### src/rtl/mem_arbiter.sv
// Round-robin arbiter sharing one memory port between a fetch and a data requester,
// with a per-transaction ack timeout. All outputs are registered.
module mem_arbiter #(
  parameter int unsigned AWIDTH  = 32,
  parameter int unsigned DWIDTH  = 32,
  parameter int unsigned TIMEOUT = 15
) (
  input  logic              a_clk,
  input  logic              a_rst,
  input  logic              a_i_f_syn,
  input  logic [AWIDTH-1:0] a_i_f_addr,
  output logic              a_o_f_ack,
  output logic              a_o_f_err,
  output logic [DWIDTH-1:0] a_o_f_rdata,
  input  logic              a_i_d_syn,
  input  logic              a_i_d_we,
  input  logic [AWIDTH-1:0] a_i_d_addr,
  input  logic [DWIDTH-1:0] a_i_d_wdata,
  output logic              a_o_d_ack,
  output logic              a_o_d_err,
  output logic [DWIDTH-1:0] a_o_d_rdata,
  output logic              a_o_m_syn,
  output logic              a_o_m_we,
  output logic [AWIDTH-1:0] a_o_m_addr,
  output logic [DWIDTH-1:0] a_o_m_wdata,
  input  logic              a_i_m_ack,
  input  logic [DWIDTH-1:0] a_i_m_rdata,
  output logic              a_o_busy
);

  localparam int unsigned CW = $clog2(TIMEOUT + 1);
  localparam logic [CW-1:0] CntLast = CW'(TIMEOUT - 1);

  typedef enum logic [1:0] {
    IDLE    = 2'd0,
    GRANT_F = 2'd1,
    GRANT_D = 2'd2
  } state_e;

  state_e            state_q, state_d;
  logic              lastGrantD_q, lastGrantD_d;
  logic [CW-1:0]     waitCnt_q, waitCnt_d;
  logic              mSyn_q, mSyn_d;
  logic              mWe_q, mWe_d;
  logic [AWIDTH-1:0] mAddr_q, mAddr_d;
  logic [DWIDTH-1:0] mWdata_q, mWdata_d;
  logic              fAck_q, fAck_d;
  logic              fErr_q, fErr_d;
  logic [DWIDTH-1:0] fRdata_q, fRdata_d;
  logic              dAck_q, dAck_d;
  logic              dErr_q, dErr_d;
  logic [DWIDTH-1:0] dRdata_q, dRdata_d;
  logic              busy_q, busy_d;
  logic              fElig, dElig;

  // A requester whose completion pulse is visible this cycle is still holding
  // syn for that cycle only, so it must not be re-granted.
  assign fElig = a_i_f_syn & ~fAck_q & ~fErr_q;
  assign dElig = a_i_d_syn & ~dAck_q & ~dErr_q;

  always_comb begin
    state_d      = state_q;
    lastGrantD_d = lastGrantD_q;
    waitCnt_d    = waitCnt_q;
    mSyn_d       = mSyn_q;
    mWe_d        = mWe_q;
    mAddr_d      = mAddr_q;
    mWdata_d     = mWdata_q;
    fAck_d       = 1'b0;
    fErr_d       = 1'b0;
    fRdata_d     = fRdata_q;
    dAck_d       = 1'b0;
    dErr_d       = 1'b0;
    dRdata_d     = dRdata_q;

    unique case (state_q)
      IDLE: begin
        if (fElig && (!dElig || lastGrantD_q)) begin
          state_d      = GRANT_F;
          mAddr_d      = a_i_f_addr;
          mWe_d        = 1'b0;
          mSyn_d       = 1'b1;
          lastGrantD_d = 1'b0;
          waitCnt_d    = '0;
        end else if (dElig) begin
          state_d      = GRANT_D;
          mAddr_d      = a_i_d_addr;
          mWe_d        = a_i_d_we;
          mWdata_d     = a_i_d_wdata;
          mSyn_d       = 1'b1;
          lastGrantD_d = 1'b1;
          waitCnt_d    = '0;
        end
      end
      GRANT_F, GRANT_D: begin
        // Ack takes priority over a timeout landing on the same edge.
        if (a_i_m_ack) begin
          state_d = IDLE;
          mSyn_d  = 1'b0;
          if (state_q == GRANT_F) begin
            fAck_d   = 1'b1;
            fRdata_d = a_i_m_rdata;
          end else begin
            dAck_d   = 1'b1;
            dRdata_d = a_i_m_rdata;
          end
        end else if (waitCnt_q == CntLast) begin
          state_d = IDLE;
          mSyn_d  = 1'b0;
          if (state_q == GRANT_F) fErr_d = 1'b1;
          else                    dErr_d = 1'b1;
        end else begin
          waitCnt_d = waitCnt_q + CW'(1);
        end
      end
      default: begin
        state_d = IDLE;
        mSyn_d  = 1'b0;
      end
    endcase

    busy_d = (state_d != IDLE);
  end

  always_ff @(posedge a_clk or posedge a_rst) begin
    if (a_rst) begin
      state_q      <= IDLE;
      lastGrantD_q <= 1'b1;
      waitCnt_q    <= '0;
      mSyn_q       <= 1'b0;
      mWe_q        <= 1'b0;
      mAddr_q      <= '0;
      mWdata_q     <= '0;
      fAck_q       <= 1'b0;
      fErr_q       <= 1'b0;
      fRdata_q     <= '0;
      dAck_q       <= 1'b0;
      dErr_q       <= 1'b0;
      dRdata_q     <= '0;
      busy_q       <= 1'b0;
    end else begin
      state_q      <= state_d;
      lastGrantD_q <= lastGrantD_d;
      waitCnt_q    <= waitCnt_d;
      mSyn_q       <= mSyn_d;
      mWe_q        <= mWe_d;
      mAddr_q      <= mAddr_d;
      mWdata_q     <= mWdata_d;
      fAck_q       <= fAck_d;
      fErr_q       <= fErr_d;
      fRdata_q     <= fRdata_d;
      dAck_q       <= dAck_d;
      dErr_q       <= dErr_d;
      dRdata_q     <= dRdata_d;
      busy_q       <= busy_d;
    end
  end

  assign a_o_f_ack   = fAck_q;
  assign a_o_f_err   = fErr_q;
  assign a_o_f_rdata = fRdata_q;
  assign a_o_d_ack   = dAck_q;
  assign a_o_d_err   = dErr_q;
  assign a_o_d_rdata = dRdata_q;
  assign a_o_m_syn   = mSyn_q;
  assign a_o_m_we    = mWe_q;
  assign a_o_m_addr  = mAddr_q;
  assign a_o_m_wdata = mWdata_q;
  assign a_o_busy    = busy_q;

endmodule

### config.mk
export PLATFORM = sky130hd
export DESIGN_NAME = mem_arbiter
export DESIGN_NICKNAME = d
export VERILOG_FILES = /design/src/rtl/mem_arbiter.sv
export SDC_FILE = /design/constraint.sdc
export NUM_CORES = 1
export LEC_CHECK = 0
export BUFFER_PORTS_ARGS = -buffer_cell sky130_fd_sc_hd__buf_2
export CAP_MARGIN = 20
export CELL_PAD_IN_SITES_DETAIL_PLACEMENT = 1
export CELL_PAD_IN_SITES_GLOBAL_PLACEMENT = 1
export CORE_MARGIN = 3
export CORE_UTILIZATION = 35
export CTS_BUF_LIST = sky130_fd_sc_hd__clkbuf_16
export DETAILED_ROUTE_END_ITERATION = 16
export GPL_ROUTABILITY_DRIVEN = 0
export PLACE_DENSITY_LB_ADDON = 0.1
export SKIP_LAST_GASP = 1
export SYNTH_ARGS = -nofsm -noshare
export SYNTH_HDL_FRONTEND = slang
export SYNTH_SLANG_ARGS = --single-unit
export TNS_END_PERCENT = 50
### constraint.sdc
create_clock -name a_clk -period 4.7 [get_ports a_clk]
set_input_delay 0.235 -clock a_clk [delete_from_list [all_inputs] [get_ports a_clk]]
set_output_delay 0.235 -clock a_clk [all_outputs]
set_load 0.02 [all_outputs]
==> impl_results.md <==
- Pre-Repair DR Iteration Count: 4
- RSZ-0062 raised after global routing: false
- Failing checks: hold timing
- Nets@finish: 884
- Maximum fanout along the worst path: 33
- CP arrival: 2.74 ns
- Setup bufs post-CTS: 0
- Flops & latches, synth: 142
- Util after Layout: 0.495
- Worst-path clk slew: 0.06 ns
- Clk buf depth: 2
- Yosys top cell area share: 0.615
- Multi-input gate area: 0.00204 mm2
- Vias in the first global route: 4917
- Unique masters post-synth: 37
- Critical Path Start Type: register
- Area leader, netlist: dfrtp_1
- Drt total wl: 16000 um
- Setup ws final: 2.28 ns
- Vias per std cell: 4.62
- Worst-Skew Late Latency: 0.41 ns
- Cts hold-fix bufs: 0
- Syn_nets: 616
- Starting DRC count in detailed routing: 143
- Yosys warns: 0
- Cell count after synthesis: 477
- Peak VDD IR: 0.289 mV
- Initial core utilization: 0.360
- Routed via count: 4504
- CTS Sinks: 142
- Die Wd: 134 um
- Fillcell total: 1832
- LEAKAGE: 4.14 nW
- Largest net degree at the start of global routing: 98
- Die height: 134 um
- # port buffers: 268
- First-pass GRT wire length: 25700 um
- Share of layout cells above drive strength 1: 0.489
- Setup-violating endpoint count in the final report: 0
- Reg area: 0.00355 mm2
- PwrDens: 774 mW/mm2
- Final Hold Viols: 13
- Final TNS setup: 0 ns
- Post-synthesis instance area: 0.00574 mm2
- Top post-synthesis cells by area: dfrtp_1 61%, mux2_2 12%, nand2_1 8.6%
- Root buf cell: clkbuf_16
- Post-CTS Resized: 0
- Relative slew slack: 0.288
- Placeable Area: 0.0159 mm2
- Fmax: 0.413 GHz
- Skew final: 0.00653 ns
- Max-cap viol count: 0
- Post-synth EDFFs: 0
- DRC: 0
- Worst hold path class: in2async
- Final worst path period share: 0.515
- Placement Setup Slack: 2.23 ns
- Sequential fraction of the synthesis area: 0.619
- # rows: 46
- Crit Path Class: reg2reg
- Drt wl/cell: 16.4 um
- DIE AREA: 0.0180 mm2
- Top FF cell, synth: dfrtp_1
- Post-Syn Area per Cell: 12.0 um2
- Worst slew pin tran: 1.07 ns
- Total grt overflow: 0
- TritonCTS clock tree: done
- Hold Slack: -0.0387 ns
- Initial antenna violation count: 0
- Tot GR Track Use: 0.180
- Layout area overhead: 37.4%
- Post-DP HPWL: 11800 um
- Status: finished, violations left
- Top Ports: 269
- Total CTS buffers: 17
- Final period demand of the worst path: 2.42 ns
- Data required, critical path: 5.02 ns
- Final slew viol count: 0
- H-tree levels: 4
- DRT antenna net count: 0
- Crit. End Element: register
- Asr flop ratio synth: 1.00
-- Yosys cell counts, drive strengths merged (2+ instances only) --
library cell	count
o22ai	2
buf	13
or3b	2
ha	5
o21ai	40
o31ai	2
a21oi	2
mux2i	32
nor2	3
dfrtp	141
inv	7
nand2	131
nor3b	3
nand3	2
nand2b	2
mux2	64
clkbuf	12
-- worst max-delay path, stage by stage, from the launching register on --
cell and delay (ns):
dfrtp_1 0.40, nor3b_2 0.50, o21a_2 0.95, a22oi_1 0.26
a21oi_1 0.22
-- final cells by class --
| type | count | share of cell area |
|---|---|---|
| Sequential cell | 142 | 0.451 |
| Multi-Input combinational cell | 303 | 0.258 |
| Timing Repair Buffer | 274 | 0.178 |
| Clock buffer | 17 | 0.0539 |
| Tap cell | 216 | 0.0343 |
| Clock inverter | 14 | 0.0206 |
| Inverter | 7 | 0.00397 |
| Antenna cell | 1 | 0.000317 |
-- registers in the layout (all words and copies together), names as in the netlist --
register / flops
a_o_d_rdata: 32
a_o_f_rdata: 32
a_o_m_addr: 32
a_o_m_wdata: 32
waitCnt_q: 4
state_q: 2
a_o_busy: 1
a_o_d_ack: 1
a_o_d_err: 1
a_o_f_ack: 1
a_o_f_err: 1
a_o_m_syn: 1
a_o_m_we: 1
lastGrantD_q: 1
-- logic make-up after synthesis --
| group | after synthesis | share of synthesized area |
|---|---|---|
| and+or+nand+nor | 149 | 0.107 |
| DFF | 142 | 0.619 |
| muxes | 96 | 0.181 |
| AOI/OAI and AO/OA | 53 | 0.0532 |
| buffers and inverters | 32 | 0.0285 |
| adders and majority gates | 5 | 0.0109 |
-- layer usage --
metal / GRT usage / wire length (um)
met4: 0.0617 / 257
met5: 0 / 0
met2: 0.309 / 8030
met1: 0.213 / 6520
met3: 0.0589 / 1180
-- placed cells by master (no fill, tap or decap), types with 2 or more instances in the layout --
cell type / instances
clkinv_2: 4
o31ai_1: 2
nand3_1: 2
nor3b_1: 2
o22ai_1: 2
clkbuf_16: 17
buf_2: 268
mux2i_1: 32
inv_1: 12
mux2_2: 62
mux2_1: 2
dfrtp_1: 141
nor2_1: 3
o21ai_0: 39
nand2b_1: 2
buf_4: 5
nand2_1: 131
a21oi_1: 2
bufinv_16: 4
ha_1: 5
-- power by group --
group          internal (W)  leakage (nW)  switching, W
combinational      0.000988          2.10       0.00165
clock              0.000869         0.314      0.000481
sequential          0.00182          1.73      0.000293
total               0.00368          4.14       0.00243
-- per-stage QoR --
step | instances | area (um2) | total power (W)
after floorplan | 477 | 5740 | 0.00385
after global placement | 941 | 7270 | 0.00470
after detailed placement | 941 | 7270 | 0.00481
after CTS | 972 | 7860 | 0.00619
after global routing | 973 | 7890 | 0.00654
final | 974 | 7890 | 0.00610
-- worst paths after layout --
path	startpoint	to	slack, ns	depth (start not counted)
setup reg to reg	a_o_f_ack	a_o_busy	2.28	4
hold reg to reg	a_o_m_addr[12]	a_o_m_addr[12]	0.48	2
min in group a_clk	a_i_m_rdata[22]	a_o_d_rdata[22]	0.03	3
setup / recovery	a_o_f_ack	a_o_busy	2.28	4
max in group asynchronous	a_rst	a_o_m_syn	3.51	3
hold / removal	a_rst	a_o_f_rdata[30]	-0.04	2
Power figures use the tool's default switching activity.
